**config.mk**
```make
export PLATFORM = sky130hd
export DESIGN_NAME = button_sequencer
export DESIGN_NICKNAME = d
export VERILOG_FILES = /design/src/rtl/button_sequencer.sv
export SDC_FILE = /design/constraint.sdc
export NUM_CORES = 1
export LEC_CHECK = 0
export ABC_AREA = 1
export CAP_MARGIN = 40
export CORE_MARGIN = 3
export CORE_UTILIZATION = 57
export CTS_CLUSTER_DIAMETER = 100
export DETAILED_ROUTE_END_ITERATION = 12
export PLACE_DENSITY = 0.85
export SLEW_MARGIN = 10
export SYNTH_ARGS = -nofsm -noshare
export SYNTH_HDL_FRONTEND = slang
export SYNTH_SLANG_ARGS = --single-unit
```
**constraint.sdc**
```tcl
create_clock -name clk -period 4.7 [get_ports clk]
set_clock_uncertainty 0.05 [all_clocks]
set_input_delay 1.41 -clock clk [delete_from_list [all_inputs] [get_ports clk]]
set_output_delay 1.41 -clock clk [all_outputs]
set_load 0.01 [all_outputs]
```
**src/rtl/button_sequencer.sv**
```systemverilog
`timescale 1ns/1ps
`default_nettype none
// =============================================================================
// Module   : button_sequencer
// Purpose  : Turns three synchronised active-low buttons into one-cycle,
//            mutually exclusive timer control strobes. The strobes are
//            start/stop, reset, increment-minute and increment-second.
// Revision : 1.0 - initial release
// =============================================================================
module button_sequencer #(
    parameter logic [15:0] long_press_count = 16'd2000,
    parameter logic [15:0] repeat_delay     = 16'd500,
    parameter logic [15:0] repeat_period    = 16'd100
) (
    input  logic clk,
    input  logic reset,
    input  logic button_startstop_n,
    input  logic button_min_n,
    input  logic button_sec_n,
    output logic ctrl_startstop,
    output logic ctrl_reset,
    output logic ctrl_incmin,
    output logic ctrl_incsec
);

    typedef enum logic [1:0] {
        SS_IDLE = 2'd0,
        SS_HELD = 2'd1,
        SS_LONG = 2'd2
    } ss_state_t;

    typedef enum logic [1:0] {
        INC_IDLE   = 2'd0,
        INC_DELAY  = 2'd1,
        INC_REPEAT = 2'd2
    } inc_state_t;

    // Request / pending / strobe vectors share one bit layout, highest priority first.
    localparam int unsigned c_BIT_RESET = 3;
    localparam int unsigned c_BIT_SS    = 2;
    localparam int unsigned c_BIT_MIN   = 1;
    localparam int unsigned c_BIT_SEC   = 0;

    function automatic logic [15:0] sat_inc(input logic [15:0] v);
        return (v == 16'hFFFF) ? v : v + 16'd1;
    endfunction

    // Button levels: [2] startstop, [1] min, [0] sec; 1 = released.
    logic [2:0]  btn_q;
    logic [2:0]  btn_prev_q;
    logic [2:0]  press_w;

    ss_state_t   ss_state_q;
    ss_state_t   ss_state_d;
    logic [15:0] ss_cnt_q;
    logic [15:0] ss_cnt_d;
    logic        ss_req_w;
    logic        rst_req_w;

    logic [1:0]  inc_req_w;
    logic [3:0]  req_w;
    logic [3:0]  pend_q;
    logic [3:0]  pend_all_w;
    logic [3:0]  pend_d;
    logic [3:0]  grant_w;
    logic [3:0]  strobe_q;

    assign press_w = btn_prev_q & ~btn_q;

    // -------------------------------------------------------------------------
    // Start/stop: short press toggles the timer, long press resets it.
    // -------------------------------------------------------------------------
    always_comb begin
        ss_state_d = ss_state_q;
        ss_cnt_d   = ss_cnt_q;
        ss_req_w   = 1'b0;
        rst_req_w  = 1'b0;
        case (ss_state_q)
            SS_IDLE: begin
                if (press_w[2]) begin
                    ss_state_d = SS_HELD;
                    // The press cycle itself is the first held cycle.
                    ss_cnt_d   = 16'd1;
                end
            end
            SS_HELD: begin
                if (btn_q[2]) begin
                    ss_req_w   = 1'b1;
                    ss_state_d = SS_IDLE;
                    ss_cnt_d   = 16'd0;
                end else if (ss_cnt_q >= long_press_count) begin
                    rst_req_w  = 1'b1;
                    ss_state_d = SS_LONG;
                    ss_cnt_d   = sat_inc(ss_cnt_q);
                end else begin
                    ss_cnt_d   = sat_inc(ss_cnt_q);
                end
            end
            SS_LONG: begin
                if (btn_q[2]) begin
                    ss_state_d = SS_IDLE;
                    ss_cnt_d   = 16'd0;
                end else begin
                    ss_cnt_d   = sat_inc(ss_cnt_q);
                end
            end
            default: begin
                ss_state_d = SS_IDLE;
                ss_cnt_d   = 16'd0;
            end
        endcase
    end

    // -------------------------------------------------------------------------
    // Increment buttons: one pulse on press, then auto-repeat while held.
    // -------------------------------------------------------------------------
    genvar gi;
    generate
        for (gi = 0; gi < 2; gi++) begin : g_inc
            inc_state_t  state_q;
            inc_state_t  state_d;
            logic [15:0] cnt_q;
            logic [15:0] cnt_d;
            logic        req;

            always_comb begin
                state_d = state_q;
                cnt_d   = cnt_q;
                req     = 1'b0;
                case (state_q)
                    INC_IDLE: begin
                        if (press_w[gi]) begin
                            req     = 1'b1;
                            state_d = INC_DELAY;
                            cnt_d   = 16'd1;
                        end
                    end
                    INC_DELAY: begin
                        if (btn_q[gi]) begin
                            state_d = INC_IDLE;
                            cnt_d   = 16'd0;
                        end else if (cnt_q >= repeat_delay) begin
                            req     = 1'b1;
                            state_d = INC_REPEAT;
                            cnt_d   = 16'd1;
                        end else begin
                            cnt_d   = sat_inc(cnt_q);
                        end
                    end
                    INC_REPEAT: begin
                        if (btn_q[gi]) begin
                            state_d = INC_IDLE;
                            cnt_d   = 16'd0;
                        end else if (cnt_q >= repeat_period) begin
                            req     = 1'b1;
                            cnt_d   = 16'd1;
                        end else begin
                            cnt_d   = sat_inc(cnt_q);
                        end
                    end
                    default: begin
                        state_d = INC_IDLE;
                        cnt_d   = 16'd0;
                    end
                endcase
            end

            always_ff @(posedge clk or negedge reset) begin
                if (!reset) begin
                    state_q <= INC_IDLE;
                    cnt_q   <= 16'd0;
                end else begin
                    state_q <= state_d;
                    cnt_q   <= cnt_d;
                end
            end

            assign inc_req_w[gi] = req;
        end
    endgenerate

    // -------------------------------------------------------------------------
    // Arbitration: requests posted this cycle are eligible for grant at once,
    // which gives one cycle from request to strobe.
    // -------------------------------------------------------------------------
    assign req_w      = {rst_req_w, ss_req_w, inc_req_w[1], inc_req_w[0]};
    assign pend_all_w = pend_q | req_w;

    always_comb begin
        grant_w = 4'b0000;
        if (pend_all_w[c_BIT_RESET]) begin
            grant_w[c_BIT_RESET] = 1'b1;
        end else if (pend_all_w[c_BIT_SS]) begin
            grant_w[c_BIT_SS] = 1'b1;
        end else if (pend_all_w[c_BIT_MIN]) begin
            grant_w[c_BIT_MIN] = 1'b1;
        end else if (pend_all_w[c_BIT_SEC]) begin
            grant_w[c_BIT_SEC] = 1'b1;
        end
    end

    assign pend_d = pend_all_w & ~grant_w;

    always_ff @(posedge clk or negedge reset) begin
        if (!reset) begin
            btn_q      <= 3'b111;
            btn_prev_q <= 3'b111;
            ss_state_q <= SS_IDLE;
            ss_cnt_q   <= 16'd0;
            pend_q     <= 4'b0000;
            strobe_q   <= 4'b0000;
        end else begin
            btn_q      <= {button_startstop_n, button_min_n, button_sec_n};
            btn_prev_q <= btn_q;
            ss_state_q <= ss_state_d;
            ss_cnt_q   <= ss_cnt_d;
            pend_q     <= pend_d;
            strobe_q   <= grant_w;
        end
    end

    assign ctrl_reset     = strobe_q[c_BIT_RESET];
    assign ctrl_startstop = strobe_q[c_BIT_SS];
    assign ctrl_incmin    = strobe_q[c_BIT_MIN];
    assign ctrl_incsec    = strobe_q[c_BIT_SEC];

endmodule
`default_nettype wire

```
==> summary.txt <==
Status
  – Status: finished, final reports clean

Routing
  – Post-route ant nets: 0
  – Vias: 3463
  – Starting DRT DRC Count: about 230
  – Drt via density: approximately 5.4
  – Detailed Route WL: just over 8 mm
  – TritonRoute pass-1 iters: 5
  – Detailed-route DRC error count: 0
  – Routed WL per cell: ~12 µm

Power and ir drop
  – Switching Share: approximately a third
  – Internal power: around 960 µW
  – Comb pwr share: about a fifth
  – Sw Pwr: between 400 and 500 µW
  – Peak supply drop: approximately 0.00022 V
  – PD cells: around 330 nW/µm²
  – Clock share of power: between 30% and 40%
  – Sequential share of power: a little under half
  – Leak pwr: 0.00218 µW
  – Design Power: 1410 µW

Floorplanning
  – Starting Density: 60.1%
  – # rows: 29
  – IO Pins: 9
  – DIE WIDTH: between 80 and 90 µm
  – Chip height: roughly 89 µm
  – Core ar.: approximately 6500 µm²
  – Die footprint: between 7000 and 8000 µm²

Min path
  – Min-Delay Path Depth: 0
  – End of the worst hold path: btn_prev_q[0]
  – Worst hold path startpoint: btn_q[0]
  – Hold Crit Class: reg2reg

Worst setup path
  – CP Launch Type: flop
  – FF-to-FF path depth: 10
  – Worst path max stage delay: between 0.5 and 0.6 ns
  – CP Cell Sequence: clkdlybuf4s50_1
  – Critical Path End Type: output pin
  – R2R Path End: ss_cnt_q[14]
  – Type of the worst setup path: reg2out
  – R2R Path Start: ss_state_q[0]
  – Critical Path RT: roughly 3.2 ns
  – CP max FO: 1
  – Delay-heaviest family, CP: buffers and inverters
  – Critical path buffers and inverters: 1
  – CP max-delay cell: clkdlybuf4s50_1
  – Worst Path Arrival: ~1.2 ns
  – Worst R2R Setup Slack: 2.47 ns

STA
  – Post-route minimum period: about 2.7 ns
  – Slew @ Worst Pin: about 0.84 ns
  – RSZ-0062 raised after global routing: no
  – Final hold violation count: 0
  – Setup TNS: 0 ns
  – Final-report setup violation count: 0
  – Slew headroom: 44.0%
  – Final Cycle Share: a little under three fifths
  – Fmax: between 300 and 400 MHz
  – Pins Over Slew Limit: 0

Clock tree
  – Post-CTS Resized: 0
  – Clk sinks: between 60 and 70
  – CTS tree: built
  – Post-CTS setup buffers: 0
  – H-tree Lvls: 3
  – Max clock buf depth: 2
  – Skew-Pair Late Insertion Delay: 0.35 ns
  – Cts bufs inserted: 9
  – Clk root buf: clkbuf_8
  – Worst-path clk slew: about 0.080 ns
  – Number of hold buffers added after cts: 0

Global route
  – Remaining Overflow, GRT: 0
  – Tot GR Track Use: 23.0%
  – Pin count of the biggest net entering global routing: 35
  – Vias in the first global route: 3300
  – First-pass GRT wire length: between 10 and 15 mm
  – Initial antenna violation count: 0

Placed design
  – Placed Instances: about 630
  – Hpwl dp: between 5 and 6 mm
  – IO Port Bufs: 8
  – Placed cell area: between 4000 and 5000 µm²
  – Routability Congestion: between 0.8 and 0.9

Final layout
  – Share of post-route cells with drive strength above 1: 7.57%
  – Core Util, Final: 65.5%
  – Final non-filler cell total: between 600 and 700
  – Final nets: 578
  – Most common cell after layout, fill and taps aside: nand2_1
  – Design area: between 4000 and 5000 µm²
  – Fill cell count: 553
  – Most frequent cells in the layout: nand2_1, inv_1, nor2_1
  – Layout Area Growth over Synthesis: 9.07%
  – Number of diodes: 0

Synthesis
  – Syn_nets: 563
  – Netlist cell types: 34
  – Post-synth EDFFs: 0
  – Synthesized area: ~3900 µm²
  – Most used DFF post-synth: dfrtp_1
  – Syn_area_per_cell: 7.12 µm²
  – Ys Warns: 0
  – Async set-reset flop share out of synthesis: 100%
  – Register bit total from synthesis: between 60 and 70
  – Synthesized instance count: between 500 and 600
  – Post-synthesis sequential area ratio: 43.2%

Job
  – Max-cap check violation count: 0
-- synth_stat cells, drive strengths merged, types with 2 or more instances --
library cell / count / area, µm²
nand2: 165 / 627
inv: 90 / 338
nor2: 89 / 367
dfrtp: 61 / 1530
nand3: 47 / 248
nand4: 22 / 138
o21ai: 16 / 91.3
ha: 10 / 125
a21oi: 8 / 40.0
xor2: 8 / 70.1
dfstp: 6 / 158
nor3: 6 / 35.0
o211ai: 4 / 30.0
clkbuf: 3 / 11.3
a22oi: 2 / 20.0
buf: 2 / 16.3
o21bai: 2 / 15.0
-- how the worst max path moves through the flow --
| stage | startpoint | cells past startpoint | to | slack [ns] |
|---|---|---|---|---|
| after global routing | strobe_q[3] | 1 | ctrl_reset | 2.00 |
| after floorplan | strobe_q[1] | 0 | ctrl_incmin | 2.86 |
| after CTS | strobe_q[1] | 1 | ctrl_incmin | 2.03 |
| after detailed placement | reset | 2 | btn_q[1] | 2.12 |
| final | strobe_q[1] | 1 | ctrl_incmin | 2.04 |
| after global placement | reset | 2 | btn_q[1] | 2.14 |
-- power by group through the flow --
stage | combinational [µW] | sequential (µW) | clock (µW)
after floorplan | 201 | 654 | 0
final | 275 | 650 | 486
after detailed placement | 273 | 660 | 0
after global routing | 310 | 655 | 524
after CTS | 275 | 649 | 494
after global placement | 260 | 658 | 0
-- cell families (layout without fill, tap and decap cells) --
| logic type | Yosys count | in the layout | synth area share (%) |
|---|---|---|---|
| and+or+nand+nor | 333 | 333 | 36.9 |
| buffers and inverters | 96 | 116 | 9.49 |
| DFF | 67 | 67 | 43.2 |
| AOI/OAI and AO/OA | 33 | 33 | 5.23 |
| adders and majority gates | 10 | 10 | 3.21 |
| xor gates and xnor gates | 9 | 9 | 2.02 |
-- metal layers --
| metal | global-route usage, % | vias to the layer above | routed length [µm] |
|---|---|---|---|
| met5 | 0 | - | 0 |
| met2 | 38.5 | 99 | 3930 |
| met4 | 8.24 | 0 | 137 |
| li1 | - | 1733 | - |
| met3 | 4.10 | 16 | 422 |
| met1 | 29.9 | 1615 | 3560 |
-- per-stage QoR --
stage                     setup WS [ns]  hold WS (ns)
after detailed placement           2.12         0.336
final                              2.04         0.346
after global placement             2.14         0.333
after global routing               2.00         0.355
after CTS                          2.03         0.348
after floorplan                    2.86         0.324
-- flip-flops by register name (all words and copies together), names as in the netlist --
name	count
btn_q	3
ss_cnt_q	16
g_inc.cnt_q	32
strobe_q	4
btn_prev_q	3
pend_q	3
g_inc.state_q	4
ss_state_q	2
-- area by class of cell --
cell class / count / area [µm²] / area share [%]
clock buffers: 10 / 138 / 3.23
clock inverters: 6 / 65.1 / 1.53
inverters: 91 / 343 / 8.05
multi-input cells: 385 / 1850 / 43.4
flip-flops and latches: 67 / 1680 / 39.6
well taps: 77 / 96.3 / 2.26
repair buffers: 9 / 82.6 / 1.94
No activity file was read; power rests on OpenSTA's default activity.
